===== src/rtl/lfsr_disp_pkg.sv =====
// Shared constants for the LFSR hex display: seven-segment code table,
// default feedback mask and seed.
package lfsr_disp_pkg;

  localparam logic [7:0] DEFAULT_TAPS = 8'h1D;
  localparam logic [7:0] DEFAULT_SEED = 8'h01;

  // Active-low {a,b,c,d,e,f,g,dp}; entry n is the glyph for nibble n, dp always off.
  localparam logic [15:0][7:0] SEG_TABLE = {
    8'h71, 8'h61, 8'h85, 8'h63, 8'hC1, 8'h11, 8'h09, 8'h01,
    8'h1F, 8'h41, 8'h49, 8'h99, 8'h0D, 8'h25, 8'h9F, 8'h03
  };

  function automatic logic [7:0] hex7seg(input logic [3:0] nib);
    hex7seg = SEG_TABLE[nib];
  endfunction

endpackage


===== src/rtl/btn_debounce.sv =====
// Two-flop synchroniser, consecutive-cycle debouncer and one-cycle press pulse
// for a single raw push-button.
module btn_debounce
  import lfsr_disp_pkg::*;
#(
  parameter int DEBOUNCE_CYC = 4
) (
  input  logic clk,
  input  logic rst,
  input  logic raw,
  output logic press
);

  localparam int CW = $clog2(DEBOUNCE_CYC + 1);
  localparam logic [CW-1:0] CNT_LAST = CW'(DEBOUNCE_CYC - 1);

  logic          sync1_r;
  logic          sync2_r;
  logic          level_r;
  logic          press_r;
  logic [CW-1:0] cnt_r;

  // Synchronise, count disagreeing cycles, flip the level and flag rising flips.
  always_ff @(posedge clk or posedge rst) begin
    if (rst) begin
      sync1_r <= 1'b0;
      sync2_r <= 1'b0;
      level_r <= 1'b0;
      press_r <= 1'b0;
      cnt_r   <= '0;
    end else begin
      sync1_r <= raw;
      sync2_r <= sync1_r;
      press_r <= 1'b0;
      if (sync2_r == level_r) begin
        cnt_r <= '0;
      end else if (cnt_r == CNT_LAST) begin
        cnt_r   <= '0;
        level_r <= sync2_r;
        press_r <= sync2_r;
      end else begin
        cnt_r <= cnt_r + 1'b1;
      end
    end
  end

  assign press = press_r;

endmodule


===== src/rtl/lfsr_hex_display.sv =====
// Fibonacci LFSR driven by debounced step / run-toggle / reload buttons, with the
// state shown as hex digits on active-low seven-segment outputs.
module lfsr_hex_display
  import lfsr_disp_pkg::*;
#(
  parameter int              WIDTH        = 8,
  parameter logic [WIDTH-1:0] TAPS        = WIDTH'(DEFAULT_TAPS),
  parameter logic [WIDTH-1:0] SEED        = WIDTH'(DEFAULT_SEED),
  parameter int              DEBOUNCE_CYC = 4,
  parameter int              AUTO_DIV     = 1000000
) (
  input  logic                 clk,
  input  logic                 rst,
  input  logic [4:0]           btn,
  output logic [WIDTH-1:0]     lfsr_out,
  output logic [2*WIDTH-1:0]   seg,
  output logic                 running
);

  localparam int DIGITS = WIDTH / 4;
  localparam int TW     = $clog2(AUTO_DIV);
  localparam logic [TW-1:0] TICK_LAST = TW'(AUTO_DIV - 1);

  logic [2:0]         press_s;
  logic               tick_s;
  logic               step_s;
  logic [WIDTH-1:0]   stepped_s;
  logic [WIDTH-1:0]   lfsr_nxt_s;
  logic [2*WIDTH-1:0] seg_nxt_s;
  logic [2*WIDTH-1:0] seg_seed_s;
  logic [TW-1:0]      tick_cnt_r;
  logic               running_r;
  logic [WIDTH-1:0]   lfsr_r;
  logic [2*WIDTH-1:0] seg_r;
  logic               unused_btn_s;

  assign unused_btn_s = ^btn[4:3];

  for (genvar i = 0; i < 3; i++) begin : g_btn
    btn_debounce #(.DEBOUNCE_CYC(DEBOUNCE_CYC)) u_db (
      .clk   (clk),
      .rst   (rst),
      .raw   (btn[i]),
      .press (press_s[i])
    );
  end

  // Auto-run tick: only meaningful while running.
  always_comb begin
    tick_s = running_r && (tick_cnt_r == TICK_LAST);
  end

  // Run/stop toggle and the auto-run period counter.
  always_ff @(posedge clk or posedge rst) begin
    if (rst) begin
      running_r  <= 1'b0;
      tick_cnt_r <= '0;
    end else if (press_s[1]) begin
      running_r  <= ~running_r;
      tick_cnt_r <= '0;
    end else if (!running_r || tick_s) begin
      tick_cnt_r <= '0;
    end else begin
      tick_cnt_r <= tick_cnt_r + 1'b1;
    end
  end

  // Next LFSR value: reload beats step; a step that would lock up at zero reseeds.
  always_comb begin
    stepped_s  = {^(lfsr_r & TAPS), lfsr_r[WIDTH-1:1]};
    step_s     = press_s[0] | tick_s;
    lfsr_nxt_s = lfsr_r;
    if (press_s[2]) begin
      lfsr_nxt_s = SEED;
    end else if (step_s) begin
      if (stepped_s == '0) begin
        lfsr_nxt_s = SEED;
      end else begin
        lfsr_nxt_s = stepped_s;
      end
    end else begin
      lfsr_nxt_s = lfsr_r;
    end
  end

  // Segments are encoded from the next state so they never lag the LFSR.
  for (genvar k = 0; k < DIGITS; k++) begin : g_seg
    assign seg_nxt_s[8*k +: 8]  = hex7seg(lfsr_nxt_s[4*k +: 4]);
    assign seg_seed_s[8*k +: 8] = hex7seg(SEED[4*k +: 4]);
  end

  // LFSR and display registers.
  always_ff @(posedge clk or posedge rst) begin
    if (rst) begin
      lfsr_r <= SEED;
      seg_r  <= seg_seed_s;
    end else begin
      lfsr_r <= lfsr_nxt_s;
      seg_r  <= seg_nxt_s;
    end
  end

  assign lfsr_out = lfsr_r;
  assign seg      = seg_r;
  assign running  = running_r;

endmodule


===== config.mk =====
export PLATFORM = sky130hd
export DESIGN_NAME = lfsr_hex_display
export DESIGN_NICKNAME = d
export VERILOG_FILES = /design/src/rtl/lfsr_disp_pkg.sv /design/src/rtl/btn_debounce.sv /design/src/rtl/lfsr_hex_display.sv
export SDC_FILE = /design/constraint.sdc
export NUM_CORES = 1
export LEC_CHECK = 0
export ABC_AREA = 1
export BUFFER_PORTS_ARGS = -buffer_cell sky130_fd_sc_hd__buf_2
export CORE_UTILIZATION = 45
export CTS_BUF_LIST = sky130_fd_sc_hd__clkbuf_8
export DETAILED_ROUTE_END_ITERATION = 6
export PLACE_DENSITY = 0.67
export SETUP_SLACK_MARGIN = 0.15
export SYNTH_ARGS = -nofsm -noshare
export SYNTH_HDL_FRONTEND = slang
export SYNTH_SLANG_ARGS = --single-unit

===== constraint.sdc =====
create_clock -name clk -period 2.2 [get_ports clk]
set_input_delay 0.33 -clock clk [delete_from_list [all_inputs] [get_ports clk]]
set_output_delay 0.33 -clock clk [all_outputs]
set_load 0.02 [all_outputs]

Word level (Yosys, flattened, before mapping)
Memories as Yosys holds them, arrays and structs flattened. A register that Yosys moved wholly into a read port is not among the register bits.
Index checks and enable logic that the tools add are counted.
Word-level totals
  register bits: 50
  ROM bits: 256
  bits of input ports: 7
  output and inout port bits: 25
  logic and storage cells: 61
  memories kept: 2
Memories
  (no name shown): words 16, bits a word 8, read ports 1, clocked after memory_dff 1, write ports 0, RTL line lfsr_disp_pkg.sv:15  | hex7seg = SEG_TABLE[nib];
  (no name shown): words 16, bits a word 8, read ports 1, clocked after memory_dff 1, write ports 0, RTL line lfsr_disp_pkg.sv:15
Cells by class
  add/subtract/negate cells: 4
  equality and inequality tests: 7
  mux-type cells: 17
  bitwise gates (word level): 5
  reductions and logical operators: 8
Operator list (count)
  20-bit two-way mux: 2
  8-bit two-way mux: 3
  20-bit by 1-bit adder with 20-bit output, second input constant: 1
  20-bit equality test, second input constant: 1
  3-bit two-way mux: 6
  3-bit by 1-bit adder with 3-bit output, second input constant: 3
  3-bit by 2-bit equality test with 1-bit output, second input constant: 3
  8-bit zero test: 1
  8-bit parity: 1
  1-bit two-way mux: 6
  2-bit AND reduction: 3
  1-bit NOT: 4
  1-bit equality test: 3
  1-bit logical AND: 1
  1-bit zero test: 1
  1-bit logical OR: 1
  1-bit bitwise OR: 1

Longest topological paths before layout
  depth in word-level cells: 5
  gate-level depth with buffers: 15

Cells and area by module
From an unflattened synthesis, not the netlist that was laid out.
Second synthesis, totals
  cells, all modules: 400
  area, all modules: 3377.0 um2
By module, submodules not included
  lfsr_hex_display: times used 1, cells each 316, area each 2570.0 um2
  btn_debounce: times used 3, cells each 28, area each 269.0 um2

Worst setup path after synthesis
Ideal clock, no wire load.
  kind: reg2reg
  start: register tick_cnt_r[0]
  end: register seg_r[4] (netlist: seg[4])
  library setup time: 0.060 ns
  data arrival time: 2.000 ns
  data required time: 2.140 ns
  setup slack: 0.140 ns
  cell stages (with the launch flop): 14
  clock period less this slack: 2.060 ns
  cell sequence: dfrtp_1 ha_1 nand3_2 nor2_2 nand4_4 nand3_1 nand2_1 nor2_1 ha_1 inv_1 nand4_1 nand2_1 nand2_1 nand2_1
On the way
  word-level cells in the longest chain between the ends: 5
RTL lines
  from (decl): RTL line lfsr_hex_display.sv:31  | logic [TW-1:0] tick_cnt_r;
  from (signal assigned): RTL line lfsr_hex_display.sv:64  | tick_cnt_r <= tick_cnt_r + 1'b1;
  20-bit equality test: RTL line lfsr_hex_display.sv:50  | tick_s = running_r && (tick_cnt_r == TICK_LAST);
  1-bit logical AND: RTL line lfsr_hex_display.sv:50
  1-bit bitwise OR: RTL line lfsr_hex_display.sv:71  | step_s = press_s[0] | tick_s;
  8-bit two-way mux: RTL line lfsr_hex_display.sv:75  | end else if (step_s) begin
  8-bit two-way mux: RTL line lfsr_hex_display.sv:73  | if (press_s[2]) begin
  to (decl): RTL line lfsr_hex_display.sv:34  | logic [2*WIDTH-1:0] seg_r;
No other way between the ends.
A chain may end at the register's enable or synchronous reset.

Final worst setup path
  start: register tick_cnt_r[4]
  end: register seg_r[10] (netlist: seg[10])
On the way
  word-level cells in the longest chain between the ends: 5
RTL lines
  20-bit equality test: RTL line lfsr_hex_display.sv:50
  1-bit logical AND: RTL line lfsr_hex_display.sv:50
  1-bit bitwise OR: RTL line lfsr_hex_display.sv:71
  8-bit two-way mux: RTL line lfsr_hex_display.sv:75
  8-bit two-way mux: RTL line lfsr_hex_display.sv:73
  named net lfsr_nxt_s[4]: RTL line lfsr_hex_display.sv:28  | logic [WIDTH-1:0] lfsr_nxt_s;
The timed path passes the listed nets, and every way through them passes these cells.

==> out/metrics.cfg <==
[floorplanning]
die_h_um = 87.8
fp.dieArea_mm2 = 0.00771
ios = 32
core_area_mm2 = 0.00694
chipWidth_um = 87.8
rows = 30
initial_utilization_pct = 47.7

[setup_path]
cp_slowest_cell = dfrtp_1
reg2reg_depth = 13
cp.required_ns = 2.48
endpoint_kind = register
path_delay_family = simple AND/OR/NAND/NOR gates
r2r-end = seg[10]
rrSetupSlack_ns = 0.12
cpPeakStageDelay_ns = 0.43
arrival_ns = 2.36
r2r_start = tick_cnt_r[4]
critPathKind = register to register
path_buf_inv = 1
worstPathMaxFanout = 7
worst_setup_path_start_kind = register
cp_cell_sequence = nand2_2 -> inv_2 -> nand2_2 -> nor2_4 -> nand4_4 -> nand3_2 -> nand2_2 -> nor2_4 -> ha_4 -> nand4_1 -> nand2_1 -> nand2_1 -> nand2_1

[min_path]
hold_depth = 1
hold_class = primary input to register
holdPathEnd = g_btn[2].u_db.sync1_r
min-delay-start = btn[2]

[detailed_routing]
drt-initial-drc-count = 82
vias_per_cell = 4.88
routedWlPerCell_um = 11.8
drt_first_pass_iters = 4
vias = 2669
drtAntennaViolNets = 0
drt-total-wl_mm = 6.47
drc = 0

[clock_tree]
clk_latency_ns = 0.34
cts.htree.levels = 3
clk_path_buf_depth = 2
root_buffer = clkbuf_8
cts_sinks = 64
cts_inserted_buffers = 9
cts_tree = done
clkTransAtPathRegs_ns = 0.07

[global_routing]
grt.overflow.total = 0
grt_max_degree = 29
track_usage_pct = 18.4
grt_pass1_vias = 2435
antenna_found_initial = 0
grt_pass1_wl_mm = 10.8

[yosys]
yosys_warnings = 0
ys_types = 36
synth_edf_count = 0
synth-main-ff-cell = dfrtp_1
syn_area_per_cell_um2 = 8.78
ys_seq_area_share_pct = 48.6
async_reset_ff_share_pct = 100
postSynthCellCount = 377
ys_ff_latch = 64
synth_area_mm2 = 0.00331

[cells_and_area]
multiInputGateArea_mm2 = 0.00166
layout.nets = 469
drive_above_1_share_pct = 31.3
register_area_mm2 = 0.00161
layout_common_cells = 81 x nand2_1, 57 x dfrtp_1, 42 x inv_1
fill_cells = 596
diodes = 0
syn_to_final_growth_pct = 26.7
layout_commonest_cell = nand2_1

[flow_run]
drv_cap = 0

[sta]
finalCriticalPeriod_ns = 2.08
skew_ns = 0.0118
relSlewSlack_pct = 61.9
rsz0062_at_grt = yes
finalCritPeriodShare_pct = 94.7
tightest_slew_ns = 0.572
setup_viol = 0
clock.fmax_mhz = 480
drv_slew = 0
fin_tns_setup_ns = 0
timing.final.ws_setup_ns = 0.116
hold_viol = 0

[place]
numPortBuffers = 27
post-place-ws_ns = -0.0327
dp.final_hpwl_mm = 4.50
place_congestion = 0.858

[pwr]
power_density_mw_per_mm2 = 1200
ir_worst_vdd_uv = 632
total_leakage_power_nw = 2.13

[status]
outcome = finished clean

==> power breakdown <==
group / total [W] / internal (W) / switching, W / leakage (nW)
registers: 0.00166 / 0.00151 / 0.000158 / 0.825
logic: 0.00241 / 0.000937 / 0.00147 / 1.20
clock network: 0.000975 / 0.000540 / 0.000435 / 0.106
==> cell usage after synthesis (4+ instances only) <==
| master | instances | share of area, % |
|---|---|---|
| nand3_1 | 36 | 5.4 |
| nor3_1 | 10 | 1.5 |
| ha_1 | 16 | 6.0 |
| nand4_1 | 11 | 2.1 |
| xor2_1 | 6 | 1.6 |
| xnor2_1 | 7 | 1.9 |
| a21oi_1 | 10 | 1.5 |
| inv_2 | 4 | 0.45 |
| nor2_4 | 4 | 1.4 |
| dfstp_2 | 7 | 5.6 |
| inv_1 | 44 | 5.0 |
| nand3_2 | 4 | 1.2 |
| dfrtp_1 | 57 | 43 |
| nor2_1 | 35 | 4.0 |
| nand2_1 | 89 | 10 |
| o21a_1 | 4 | 0.91 |
==> through the flow <==
step                      cells  area (µm²)  total power (W)  hold slack [ns]  utilization, %
after CTS                   538        4000          0.00490           0.0751            57.7
after floorplan             378        3320          0.00320            0.331               -
final                       547        4200          0.00505           0.0946            60.5
after global routing        547        4200          0.00543           0.0679            60.5
after detailed placement    514        3690          0.00379            0.335            53.2
after global placement      514        3690          0.00375            0.332            53.2
==> repair_timing <==
| action | 4_1_cts | 5_1_grt |
|---|---|---|
| endpoints found under the setup margin | 12 | 21 |
| hold buffers | 1 | 0 |
| gates resized for setup | 16 | 28 |
| hold endpoints to repair | 18 | 0 |
| pin swaps | 15 | 18 |
| setup buffers | 7 | 9 |
==> cells by family (layout without fill, tap and decap cells) <==
group | Yosys count | after routing | synth area share (%)
flip-flops | 64 | 64 | 48.6
AO/OA/AOI/OAI | 23 | 23 | 4.08
other | 1 | 2 | 0.113
XOR/XNOR | 13 | 13 | 3.44
buffers and inverters | 55 | 128 | 6.65
adder cells (fa/ha/maj) | 16 | 16 | 6.04
AND/OR/NAND/NOR | 205 | 205 | 31.1
==> per-layer routing <==
layer / global-route usage, % / routed length (µm) / share of wire, % / vias up
li1: - / - / - / 1347
met1: 23.2 / 3010 / 47 / 1274
met2: 29.7 / 3150 / 49 / 43
met3: 6.22 / 259 / 4.0 / 5
met4: 5.96 / 51 / 0.79 / 0
met5: 0 / 0 / 0 / -
==> registers in the layout, indices dropped and copies added (netlist names) <==
register            count
seg                    14
tick_cnt_r             20
g_btn.u_db.sync1_r      3
g_btn.u_db.level_r      3
g_btn.u_db.press        3
g_btn.u_db.sync2_r      3
g_btn.u_db.cnt_r        9
running                 1
lfsr_out                8
==> worst max path at each step <==
stage,end,cells after the start,startpoint,slack (ns)
global route,seg[7],14,tick_cnt_r[4],-0.005
CTS,seg[10],12,tick_cnt_r[13],0.14
floorplan,seg[10],13,tick_cnt_r[0],0.17
detailed placement,seg[10],13,tick_cnt_r[0],-0.03
global placement,seg[10],13,tick_cnt_r[0],0.04
finish,seg[10],13,tick_cnt_r[4],0.12
==> area by class of cell <==
cell class / count / area share, %
clock buffers: 10 / 3.28
flip-flops and latches: 64 / 38.4
multi-input cells: 259 / 39.6
repair buffers: 63 / 10.1
well taps: 96 / 2.86
clock inverters: 6 / 1.28
inverters: 49 / 4.50
Power figures use the tool's default switching activity.
